`config.mk`:
```
export PLATFORM = sky130hd
export DESIGN_NAME = fifo_wr_arb
export DESIGN_NICKNAME = d
export VERILOG_FILES = /design/src/rtl/fifo_arb_pkg.sv /design/src/rtl/fifo_arb_rr.sv /design/src/rtl/fifo_wr_arb.sv
export SDC_FILE = /design/constraint.sdc
export NUM_CORES = 1
export LEC_CHECK = 0
export ABC_AREA = 1
export BUFFER_PORTS_ARGS = -buffer_cell sky130_fd_sc_hd__buf_2
export CAP_MARGIN = 30
export CORE_MARGIN = 2
export CORE_UTILIZATION = 45
export CTS_BUF_LIST = sky130_fd_sc_hd__clkbuf_4 sky130_fd_sc_hd__clkbuf_8
export CTS_CLUSTER_SIZE = 40
export DETAILED_ROUTE_END_ITERATION = 12
export PLACE_DENSITY_LB_ADDON = 0.3
export SLEW_MARGIN = 25
export SYNTH_ARGS = -nofsm -noshare
export SYNTH_HDL_FRONTEND = slang
export SYNTH_SLANG_ARGS = --single-unit
```
`constraint.sdc`:
```
create_clock -name clk -period 1.6 [get_ports clk]
set_input_delay 0.32 -clock clk [delete_from_list [all_inputs] [get_ports clk]]
set_output_delay 0.32 -clock clk [all_outputs]
set_load 0.02 [all_outputs]
```
`src/rtl/fifo_arb_pkg.sv`:
```
// Shared types for the two-requester FIFO write arbiter.
// FSM state encoding and requester count.
package fifo_arb_pkg;

  localparam int NREQ = 2;

  typedef enum logic [1:0] {
    S_IDLE,
    S_ARB,
    S_XFER,
    S_GAP
  } state_t;

endpackage

```
`src/rtl/fifo_arb_rr.sv`:
```
// Two-way round-robin picker, purely combinational.
// last_owner=1 means requester 1 was served last, so 0 wins a tie.
module fifo_arb_rr
  import fifo_arb_pkg::*;
(
  input  logic [NREQ-1:0] req,
  input  logic            last_owner,
  output logic [NREQ-1:0] winner
);

  logic both;
  logic only0;
  logic only1;

  assign both  = req[0] & req[1];
  assign only0 = req[0] & ~req[1];
  assign only1 = req[1] & ~req[0];

  // Pick one-hot winner; a tie goes to whoever was not served last.
  always_comb begin
    winner = '0;
    unique case (1'b1)
      both:    winner = last_owner ? 2'b01 : 2'b10;
      only0:   winner = 2'b01;
      only1:   winner = 2'b10;
      default: winner = '0;
    endcase
  end

endmodule

```
`src/rtl/fifo_wr_arb.sv`:
```
// Burst arbiter feeding one FIFO write port from two requesters.
// Define FIFO_WR_ARB_FIXED_PRIO_EN to make requester 0 win every tie.
module fifo_wr_arb
  import fifo_arb_pkg::*;
#(
  parameter int DW    = 8,
  parameter int BURST = 16,
  parameter int GAP   = 1
) (
  input  logic            clk,
  input  logic            rst_n,
  input  logic [NREQ-1:0] req,
  input  logic [DW-1:0]   din0,
  input  logic [DW-1:0]   din1,
  input  logic            wrfull,
  output logic [NREQ-1:0] grant,
  output logic [NREQ-1:0] pop,
  output logic            wrreq,
  output logic [DW-1:0]   wrdata,
  output logic            burst_done,
  output logic            burst_abort
);

  localparam int CW = $clog2(BURST + 1);
  localparam logic [CW-1:0] LAST =
    CW'(BURST - 1);
  localparam logic [3:0] GAP_LAST =
    4'((GAP > 0) ? GAP - 1 : 0);

  state_t          state;
  logic [CW-1:0]   cnt;
  logic [3:0]      gap_cnt;
  logic            last_owner;
  logic [NREQ-1:0] winner;
  logic            xfer;
  logic            own_req;
  logic            ends;

`ifdef FIFO_WR_ARB_FIXED_PRIO_EN
  assign last_owner = 1'b1;
`else
  // Remember who finished the most recent burst.
  always_ff @(posedge clk or negedge rst_n) begin
    if (!rst_n) begin
      last_owner <= 1'b1;
    end else if (ends) begin
      last_owner <= grant[1];
    end
  end
`endif

  fifo_arb_rr u_rr (
    .req        (req),
    .last_owner (last_owner),
    .winner     (winner)
  );

  assign xfer        = (state == S_XFER);
  assign own_req     = |(grant & req);
  assign burst_abort = xfer & ~own_req;
  assign pop         = xfer
                     ? (grant & req & {NREQ{~wrfull}})
                     : '0;
  assign wrreq       = |pop;
  assign burst_done  = wrreq & (cnt == LAST);
  assign ends        = burst_done | burst_abort;

  // Steer the granted requester's data; zero when nobody owns the port.
  always_comb begin
    wrdata = '0;
    unique case (1'b1)
      grant[0]: wrdata = din0;
      grant[1]: wrdata = din1;
      default:  wrdata = '0;
    endcase
  end

  // Burst FSM with registered grant, word and gap counters.
  always_ff @(posedge clk or negedge rst_n) begin
    if (!rst_n) begin
      state   <= S_IDLE;
      grant   <= '0;
      cnt     <= '0;
      gap_cnt <= '0;
    end else begin
      unique case (state)
        S_IDLE: begin
          if (|req) state <= S_ARB;
        end
        S_ARB: begin
          cnt <= '0;
          if (|req) begin
            grant <= winner;
            state <= S_XFER;
          end else begin
            state <= S_IDLE;
          end
        end
        S_XFER: begin
          if (wrreq) cnt <= cnt + 1'b1;
          if (ends) begin
            grant   <= '0;
            gap_cnt <= '0;
            state   <= (GAP == 0) ? S_IDLE : S_GAP;
          end
        end
        S_GAP: begin
          if (gap_cnt == GAP_LAST) begin
            state <= S_IDLE;
          end else begin
            gap_cnt <= gap_cnt + 4'd1;
          end
        end
        default: state <= S_IDLE;
      endcase
    end
  end

endmodule

```
==> impl_metrics.ini, run 1 <==
[finish]
drive_gt1_share_pct = 51.7
fin_nets = 205
areaGrowthSynthToFinish_pct = 42.3
instances_no_fill = 202
antenna_cells = 0
design_area_um2 = 1470

[sta]
finalHoldViolCount = 0
period_needed_ps = 1700
setup_tns_ps = -577
slew_viol_final = 0
maxSlewHeadroom_pct = 67.7
fin_hold_ws_ps = 417
max_clock_freq_mhz = 587
fin_skew_ps = 2.78
tightestPinTransition_ps = 485
worst_slack_ps = -104
setup_viol = 11
period_share_pct = 106
grt_setup_unrepaired = true

[route]
drtPass1Iterations = 4
routed-via-count = 1029
wl_per_cell_um = 11.7
postRouteAntennaNets = 0
drcViolationCount = 0
first_iter_violations = 9
finalWirelength_um = 2370
via_per_inst = 5.09

[clocking]
clk_transition_reported_paths_ps = 90
cts_tree = yes
htreeDepth = 1
root_buffer = clkbuf_4
clk_latency_ps = 280
clock-sinks = 14
cts_buffers = 3
cts.path.max_buffers = 2

[pwr]
ir_worst_vdd_mv = 0.986
p_int_mw = 1.04
comb_power_share_pct = 60.8
seqPwrFrac_pct = 25.6
p_switching_uw = 855
p_sw_share_pct = 45.1
p_leak_nw = 0.805
powerDensity_nw_per_um2 = 1290
pwr-share-clk_pct = 13.6

[critical_path]
reg2reg_depth = 11
path_class = reg -> out
regToRegEndpoint = grant[1]
slowest_delay_ps = 370
worstPathMaxFanout = 2
crit_buf_inv = 2
cp_top_family = adder cells
path_cells = ha_2 -> nand2_2 -> nor2_2 -> ha_2 -> nand2_4 -> inv_2 -> buf_6
endpoint_kind = primary output
worstPathRequired_ps = 1280
slowest_stage = dfrtp_1
cp_common_cell = ha_2
start_kind = register
rrSetupSlack_ps = -50
r2r_start = cnt[1]
worstPathArrival_ps = 1380

[floorplan]
rows = 17
start_util_pct = 47.1
die_x_um = 51.9
core-area_um2 = 2190
die_h_um = 51.9
die_area_um2 = 2690
io_pins = 36

[global_route]
grtUsageTotal_pct = 17.0
grt_max_degree = 15
grt_pass1_vias = 961
overflow = 0
grt_pass1_wl_um = 3460
antenna_found_initial = 0

[logic_synthesis]
synthCells = 120
avgSynthCellArea_um2 = 8.60
synthTopCellsByArea = dfrtp_1 (32%), ha_1 (11%), nand2_1 (7.6%)
yosys.area.top_type_share_pct = 31.5
synth_warnings = 0
netlist_area_um2 = 1030
syn-num-nets = 150
synth_edf_count = 0
synthArstFlopShare_pct = 100
synth.distinct_cells = 26
synth_flop_cell = dfrtp_1
synth_top_area_cell = dfrtp_1
synth_seq_cells = 14
yosysSeqAreaShare_pct = 34.1

[outcome]
status = finished, violations left
violations = setup timing

[placed_design]
hpwl_um = 1670
io_buffers = 35
dpl_cell_area_um2 = 1270
place.gp.congestion = 0.795
place_inst = 184

[hold_path]
min_to = grant[1]
worstHoldPathType = in -> reg
holdPathStages = 4
hp-start = req[0]

[job]
cap_viol_max_count = 0
worst reg2reg max path, delay by kind of cell, from the launching register on:
family	cells	cell delay, ps
flops	1	370
buf+inv	2	250
simple gates	7	550
fa+ha+maj	2	390
cell families (layout without fill, tap and decap cells):
logic type               count (synthesis)  count (layout)  synth area share, %
AO/OA/AOI/OAI                           22              22                 17.2
XOR/XNOR                                 2               2                 1.70
adder cells (fa/ha/maj)                  9               9                 10.9
buffers and inverters                   19              72                 8.12
flip-flops                              14              14                 34.1
AND/OR/NAND/NOR                         54              55                 28.0
layer usage:
metal	part of all wire (%)	up-vias	track usage, %
li1	-	502	-
met1	40	472	16.5
met2	50	46	33.3
met3	7.3	9	2.30
met4	3.0	0	10.1
met5	0	-	0
registers in the layout, summed over array words and instances, names as in the netlist, named ones only:
name        cells
cnt             5
state           1
grant           2
gap_cnt         4
last_owner      1
synth_stat cells, types with 2 or more instances:
master / n
o21ai_0: 3
a22o_1: 8
nand3_1: 6
inv_1: 16
nand4_1: 2
ha_1: 9
nand2_4: 6
a21oi_1: 2
o21ai_2: 4
nand3_2: 2
nand2_1: 21
dfrtp_1: 13
nor2_1: 15
power groups by stage:
stage,registers (mW),logic [mW],clock network [mW]
6_report,0.485,1.15,0.258
5_1_grt,0.493,1.26,0.276
3_3_place_gp,0.491,0.991,0
2_1_floorplan,0.524,0.725,0
4_1_cts,0.486,1.09,0.263
3_5_place_dp,0.495,1.01,0
layout by cell type, fill, tap and decap left out, types with 4 or more instances in the layout:
cell	synthesis	routed
a22o_1	8	8
buf_2	1	32
buf_4	1	17
dfrtp_1	13	12
ha_1	9	6
inv_1	16	14
nand2_1	21	15
nand2_2	1	6
nand2_4	6	7
nand3_1	6	5
nand3_2	2	4
nor2_1	15	11
o21ai_2	4	4
metrics by stage:
| stage | utilization [%] | power (mW) | setup WS [ps] |
|---|---|---|---|
| 5_1_grt | 67.0 | 2.03 | -178 |
| 3_3_place_gp | 57.9 | 1.48 | 106 |
| 4_1_cts | 63.9 | 1.84 | -111 |
| 6_report | 67.0 | 1.90 | -104 |
| 2_1_floorplan | - | 1.25 | -50.4 |
| 3_5_place_dp | 57.9 | 1.50 | 50.8 |
worst max path at each step:
stage / startpoint / end / slack [ps] / cells past startpoint
2_1_floorplan: state[0] / state[0] / -50 / 10
6_report: cnt[1] / burst_done / -100 / 7
4_1_cts: cnt[1] / burst_done / -110 / 7
3_5_place_dp: state[0] / cnt[3] / 50 / 10
5_1_grt: cnt[1] / burst_done / -180 / 7
3_3_place_gp: cnt[0] / burst_done / 110 / 7
what timing repair did:
action | 4_1_cts | 5_1_grt
gates cloned | 0 | 1
buffers inserted | 8 | 4
hold endpoints to repair | 13 | 0
pin swaps | 4 | 9
hold buffers | 1 | 0
gates resized for setup | 9 | 10
setup endpoints to repair | 5 | 16
final cells by class:
cell class | count | area [µm²]
Fill cell | 180 | 722
Multi-Input combinational cell | 88 | 664
Sequential cell | 14 | 353
Timing Repair Buffer | 52 | 320
Inverter | 16 | 60.1
Clock buffer | 4 | 36.3
Tap cell | 28 | 35.0
Note: power is estimated with default switching activity, not from simulation.
==> inputs of run 2 (changes only) <==
--- a/config.mk
+++ b/config.mk
@@ -5,7 +5,6 @@
 export SDC_FILE = /design/constraint.sdc
 export NUM_CORES = 1
 export LEC_CHECK = 0
-export ABC_AREA = 1
 export BUFFER_PORTS_ARGS = -buffer_cell sky130_fd_sc_hd__buf_2
 export CAP_MARGIN = 30
 export CORE_MARGIN = 2
@@ -14,6 +13,8 @@
 export CTS_CLUSTER_SIZE = 40
 export DETAILED_ROUTE_END_ITERATION = 12
 export PLACE_DENSITY_LB_ADDON = 0.3
+export REMOVE_ABC_BUFFERS = 1
+export SKIP_LAST_GASP = 1
 export SLEW_MARGIN = 25
 export SYNTH_ARGS = -nofsm -noshare
 export SYNTH_HDL_FRONTEND = slang
==> run 2 against run 1 <==
  * The run still ends with setup timing left
  * Utilization is 7.7 points higher
  * Combinational power rose by 33%
  * Die area decreased by 2.4%
  * Design area rose by 10%
  * Final cell count down 4.0%
  * Maximum frequency fell by 6.7%
  * Register-to-register slack lost 80 ps
  * Clock power is 3% lower
  * Non-clock buffer count grew 9
  * Critical endpoint unchanged
  * Largest power group unchanged
  * Highest routed layer unchanged
==> impl_metrics.ini, run 2 <==
[clocking]
clk_transition_reported_paths_ps = 90
cts.path.max_buffers = 2
clock-sinks = 14
htreeDepth = 1
clk_latency_ps = 300
root_buffer = clkbuf_4
cts_tree = yes
cts_buffers = 3

[sta]
slew_viol_final = 0
fin_skew_ps = 4.32
maxSlewHeadroom_pct = 70.9
finalHoldViolCount = 0
setup_tns_ps = -1530
period_share_pct = 114
setup_viol = 15
grt_setup_unrepaired = true
tightestPinTransition_ps = 434
worst_slack_ps = -227
period_needed_ps = 1830
max_clock_freq_mhz = 547

[finish]
drive_gt1_share_pct = 56.6
areaGrowthSynthToFinish_pct = 61.2
multi_input_area_um2 = 731
regArea_um2 = 353
mostFrequentLayoutCells = buf_2 (28), buf_4 (19), dfrtp_1 (12), buf_6 (12), a22o_1 (10)
largest_register = cnt
instances_no_fill = 194
fin_nets = 197
design_area_um2 = 1620
mostFrequentLayoutCell = buf_2
antenna_cells = 0
fin_util_pct = 74.7
largest_reg_flops = 5
reg.largest.list = cnt x5, gap_cnt x4, grant x2
num-fill-cells = 157

[global_route]
grt_max_degree = 15
grt_pass1_vias = 1019
overflow = 0
grtUsageTotal_pct = 23.7
antenna_found_initial = 0
grt_pass1_wl_um = 4540

[logic_synthesis]
synthTopCellsByArea = dfrtp_1 (32%), ha_1 (11%), a22o_1 (8.7%)
yosysMostFrequentCell = dfrtp_1
yosysSeqAreaShare_pct = 35.0
avgSynthCellArea_um2 = 9.67
synthTopCellsByCount = dfrtp_1 (13), a22o_1 (10), ha_1 (9)
synth.distinct_cells = 34
yosys.area.top_type_share_pct = 32.3
synth_seq_cells = 14
synth_edf_count = 0
netlist_area_um2 = 1010
synth_warnings = 0
synthCells = 104
synth_top_area_cell = dfrtp_1
synthArstFlopShare_pct = 100
synth_flop_cell = dfrtp_1

[route]
wl_per_cell_um = 14.9
first_iter_violations = 15
via_per_inst = 5.28
top_layer_used = met4
postRouteAntennaNets = 0
finalWirelength_um = 2890
dr_wl_met3_um = 51
drcViolationCount = 0
routed-via-count = 1025
m1WireLength_um = 1160
drtPass1Iterations = 4
wl_met2_um = 1620

[job]
cap_viol_max_count = 0

[critical_path]
rrSetupSlack_ps = -130
worstPathArrival_ps = 1510
start_kind = register
r2r_start = cnt[0]
reg2reg_depth = 8
endpoint_kind = primary output
worstPathMaxFanout = 2
worstPathRequired_ps = 1280
path_class = reg -> out

[floorplan]
start_util_pct = 46.4
core-area_um2 = 2170
die_h_um = 51.3
die_x_um = 51.3
die_area_um2 = 2630
rows = 17
io_pins = 36

[outcome]
violations = setup timing
status = finished, violations left

[placed_design]
place_inst = 176
dpl_cell_area_um2 = 1290
io_buffers = 35
hpwl_um = 1910
place.gp.congestion = 0.753

[hold_path]
hp-start = req[0]
holdPathStages = 3
worstHoldPathType = in -> reg
min_to = grant[0]

[pwr]
p_leak_nw = 0.790
powerDensity_nw_per_um2 = 1410
ir_worst_vdd_mv = 0.946
power.total_mw = 2.29
[run 2: worst max-delay path by stage]
stage               startpoint    endpoint  depth (start not counted)  slack [ps]
global route            cnt[1]  burst_done                          5        -260
detailed placement      cnt[0]    grant[1]                          7        -120
finish                  cnt[1]  burst_done                          5        -230
CTS                     cnt[1]  burst_done                          5        -210
global placement        cnt[0]    grant[1]                          7         -60
floorplan             state[0]  last_owner                          6        -200
[run 2: repair_timing]
action | 4_1_cts | 5_1_grt
gates resized for setup | 27 | 25
pin swaps | 8 | 10
gates cloned | 0 | 1
hold endpoints to repair | 13 | 0
hold buffers | 1 | 0
setup endpoints to repair | 13 | 22
buffers inserted | 8 | 5
[run 2: layout make-up]
cell class	instances	share of cell area, %
sequential	14	21.8
inverter	8	1.85
clock buffer	4	1.85
timing repair buffer	61	27.3
multi-input combinational	79	45.1
tap	28	2.16
[run 2: power breakdown]
| part | switching (mW) | leakage, nW | total (mW) | internal [mW] |
|---|---|---|---|---|
| Clock | 0.134 | 0.0184 | 0.249 | 0.114 |
| Combinational | 0.728 | 0.587 | 1.53 | 0.804 |
| Sequential | 0.0701 | 0.184 | 0.506 | 0.436 |
| Total | 0.933 | 0.790 | 2.29 | 1.35 |
[run 2: cells by family after synthesis]
family,count (synthesis),share of synthesized area [%]
AND/OR/NAND/NOR,36,19.4
AO/OA/AOI/OAI,29,25.2
flip-flops,14,35.0
buffers and inverters,11,4.23
adder cells (fa/ha/maj),9,11.2
multiplexers,3,3.23
XOR/XNOR,2,1.74
[run 2: layer usage]
layer  track usage, %  vias to the layer above
met1             26.9                      508
met3             3.80                        6
li1                 -                      504
met5                0                        -
met2             43.9                        7
met4             9.21                        0
[run 2: critical path: stages, from the launching register on]
cell     delay, ps
dfrtp_1        390
ha_2           190
and3_4         180
ha_4           150
and3_4         170
buf_6          120
[run 2: metrics by stage]
stage	worst slack [ps]	hold WS, ps
floorplan	-196	24.4
finish	-227	392
detailed placement	-119	242
CTS	-213	380
global route	-261	425
global placement	-58.6	235
==> inputs of run 3 (changes only) <==
--- a/config.mk
+++ b/config.mk
@@ -12,10 +12,13 @@
 export CTS_BUF_LIST = sky130_fd_sc_hd__clkbuf_4 sky130_fd_sc_hd__clkbuf_8
 export CTS_CLUSTER_SIZE = 40
 export DETAILED_ROUTE_END_ITERATION = 12
+export GPL_TIMING_DRIVEN = 0
+export MAX_ROUTING_LAYER = met4
 export PLACE_DENSITY_LB_ADDON = 0.3
 export REMOVE_ABC_BUFFERS = 1
 export SKIP_LAST_GASP = 1
 export SLEW_MARGIN = 25
 export SYNTH_ARGS = -nofsm -noshare
 export SYNTH_HDL_FRONTEND = slang
+export SYNTH_HIERARCHICAL = 1
 export SYNTH_SLANG_ARGS = --single-unit
==> run 3 against run 2 <==
  * The run still ends with setup timing left
  * First-iteration DRC count up 110%
  * Sequential share of layout area is 0.37 points higher
  * Register-to-register slack got worse by 120 ps
  * Flip-flop and latch count unchanged
  * Highest routed layer unchanged
  * Area after synthesis decreased by 2.4%
  * Critical path depth did not move
  * Sequential power grew 7.5%
  * Non-clock buffer count fell by 1
  * Utilization is 5.2 points higher
  * Routed wire length up 22%
==> impl_metrics.ini, run 3 <==
[sta]
period_needed_ps = 1860
slew_viol_final = 0
grt_setup_unrepaired = true
period_share_pct = 116
setup_tns_ps = -2170
fin_skew_ps = 2.56
setup_viol = 14
maxSlewHeadroom_pct = 75.9
finalHoldViolCount = 0
tightestPinTransition_ps = 359
max_clock_freq_mhz = 537
worst_slack_ps = -261

[route]
via_per_inst = 5.72
drtPass1Iterations = 4
postRouteAntennaNets = 0
drcViolationCount = 0
routed-via-count = 1109
first_iter_violations = 31
wl_per_cell_um = 18.2
finalWirelength_um = 3530

[hold_path]
worstHoldPathType = in -> reg
holdPathStages = 4
hp-start = wrfull
min_to = cnt[0]

[placed_design]
place_inst = 165
place.gp.congestion = 0.791
hpwl_um = 1710
io_buffers = 35
pre_cts_slack_ps = -401
dpl_cell_area_um2 = 1170

[pwr]
powerDensity_nw_per_um2 = 1300
p_leak_nw = 0.799
ir_worst_vdd_mv = 0.951
power.total_mw = 2.09

[logic_synthesis]
synth_top_family_by_area = compound AO/OA/AOI/OAI gates
synth_seq_cells = 14
synth_simple_gate_area_share_pct = 20.8
synth_mux_area_share_pct = 2.17
avgSynthCellArea_um2 = 9.18
synth_adder_area_share_pct = 11.5
synthTopCellsByCount = a22o_1 (13), dfrtp_1 (13), inv_1 (10)
synth_edf_count = 0
synth_compound_area_share_pct = 22.5
yosysSeqAreaShare_pct = 35.8
synth_warnings = 6
synth_top_area_cell = dfrtp_1
netlist_area_um2 = 982
synth.distinct_cells = 33
synthTopCellsByArea = dfrtp_1 (33%), a22o_1 (12%), ha_1 (11%)
synth-xor-area-share_pct = 1.78
synthArstFlopShare_pct = 100
synthCells = 107
synth_flop_cell = dfrtp_1
yosys.area.top_type_share_pct = 33.1

[finish]
mostFrequentLayoutCells = buf_2 (31), buf_4 (19), a22o_1 (13), dfrtp_1 (11), buf_6 (9)
fin_nets = 198
drive_gt1_share_pct = 58.1
multi_input_area_um2 = 729
design_area_um2 = 1600
num-fill-cells = 120
largest_register = cnt
largest_reg_flops = 5
areaGrowthSynthToFinish_pct = 62.9
reg.largest.list = cnt x5, gap_cnt x4, grant x2
instances_no_fill = 194
mostFrequentLayoutCell = buf_2
regArea_um2 = 354
antenna_cells = 0

[floorplan]
die_h_um = 50.7
die_x_um = 50.7
die_area_um2 = 2570
rows = 16
io_pins = 36
core-area_um2 = 2000
start_util_pct = 49.1

[global_route]
grt_max_degree = 15
overflow = 0
grt_pass1_wl_um = 4420
grtUsageTotal_pct = 24.0
grt_pass1_vias = 983
antenna_found_initial = 0

[critical_path]
worstPathArrival_ps = 1540
path_class = reg -> out
worstPathMaxFanout = 5
r2r_start = gap_cnt[0]
reg2reg_depth = 6
start_kind = register
worstPathRequired_ps = 1280
endpoint_kind = primary output
rrSetupSlack_ps = -250

[job]
cap_viol_max_count = 0

[clocking]
clk_transition_reported_paths_ps = 80
clock-sinks = 14
htreeDepth = 1
clk_latency_ps = 270
root_buffer = clkbuf_4
cts_buffers = 3
cts_tree = yes
cts.path.max_buffers = 2

[outcome]
status = finished, violations left
violations = setup timing
## run 3: cell types whose count changed in the layout (fill, tap and decap cells not counted), moves of 2 or more
cell      change
nor2_1        -3
buf_6         -3
nand4b_1      +2
mux2_2        -2
buf_2         +3
a22o_1        +3
inv_2         +2
nand2b_1      -2
## run 3: kinds of logic (layout without fill, tap and decap cells)
logic type / count (synthesis) / after routing
xor gates and xnor gates: 2 / 2
muxes: 2 / 2
and+or+nand+nor: 36 / 36
buffers and inverters: 14 / 74
adders and majority gates: 9 / 9
DFF: 14 / 14
AOI/OAI and AO/OA: 30 / 30
## run 3: metrics by stage
step                hold WS [ps]  utilization [%]
floorplan                   24.4                -
global placement             227             58.7
detailed placement           229             58.7
CTS                          426             72.1
global route                 453             79.9
finish                       419             79.9
## run 3: layout make-up
| class | count | share of cell area (%) |
|---|---|---|
| tap | 27 | 2.11 |
| multi-input combinational | 79 | 45.6 |
| sequential | 14 | 22.1 |
| timing repair buffer | 60 | 25.6 |
| clock buffer | 4 | 2.27 |
| inverter | 10 | 2.35 |
## run 3: worst max path at each step
stage                    start          to  slack, ps  cells after the start
global route        gap_cnt[0]    register       -340                      6
finish                state[0]  burst_done       -260                      5
detailed placement    state[0]       wrreq       -400                      6
CTS                     cnt[0]  burst_done       -210                      5
floorplan           gap_cnt[0]    register       -240                      6
global placement      state[0]       wrreq       -330                      6
## run 3: power by group
part           internal (mW)  switching (mW)
registers              0.434           0.110
logic                  0.618           0.678
clock network          0.138           0.108
## run 3: worst max-delay path: stages, from the launching register on
cell and delay [ps]:
dfrtp_1 440, inv_2 110, ha_4 150, nor2b_4 220, and3_4 230, buf_6 120
## run 3: metal layers
metal | vias to the layer above | share of wire (%) | wire length [µm] | GRT usage (%)
met4 | 0 | 3.9 | 139 | 2.70
met2 | 40 | 54 | 1890 | 44.3
met1 | 544 | 38 | 1340 | 27.2
li1 | 507 | - | - | -
met3 | 18 | 4.6 | 163 | 5.36
met5 | - | 0 | 0 | -
## run 3: timing repair
action / CTS / global route
endpoints found under the hold margin: 13 / 0
hold buffers: 1 / 0
setup buffers: 16 / 10
resized for setup: 33 / 23
pin swaps: 12 / 9
endpoints found under the setup margin: 18 / 19
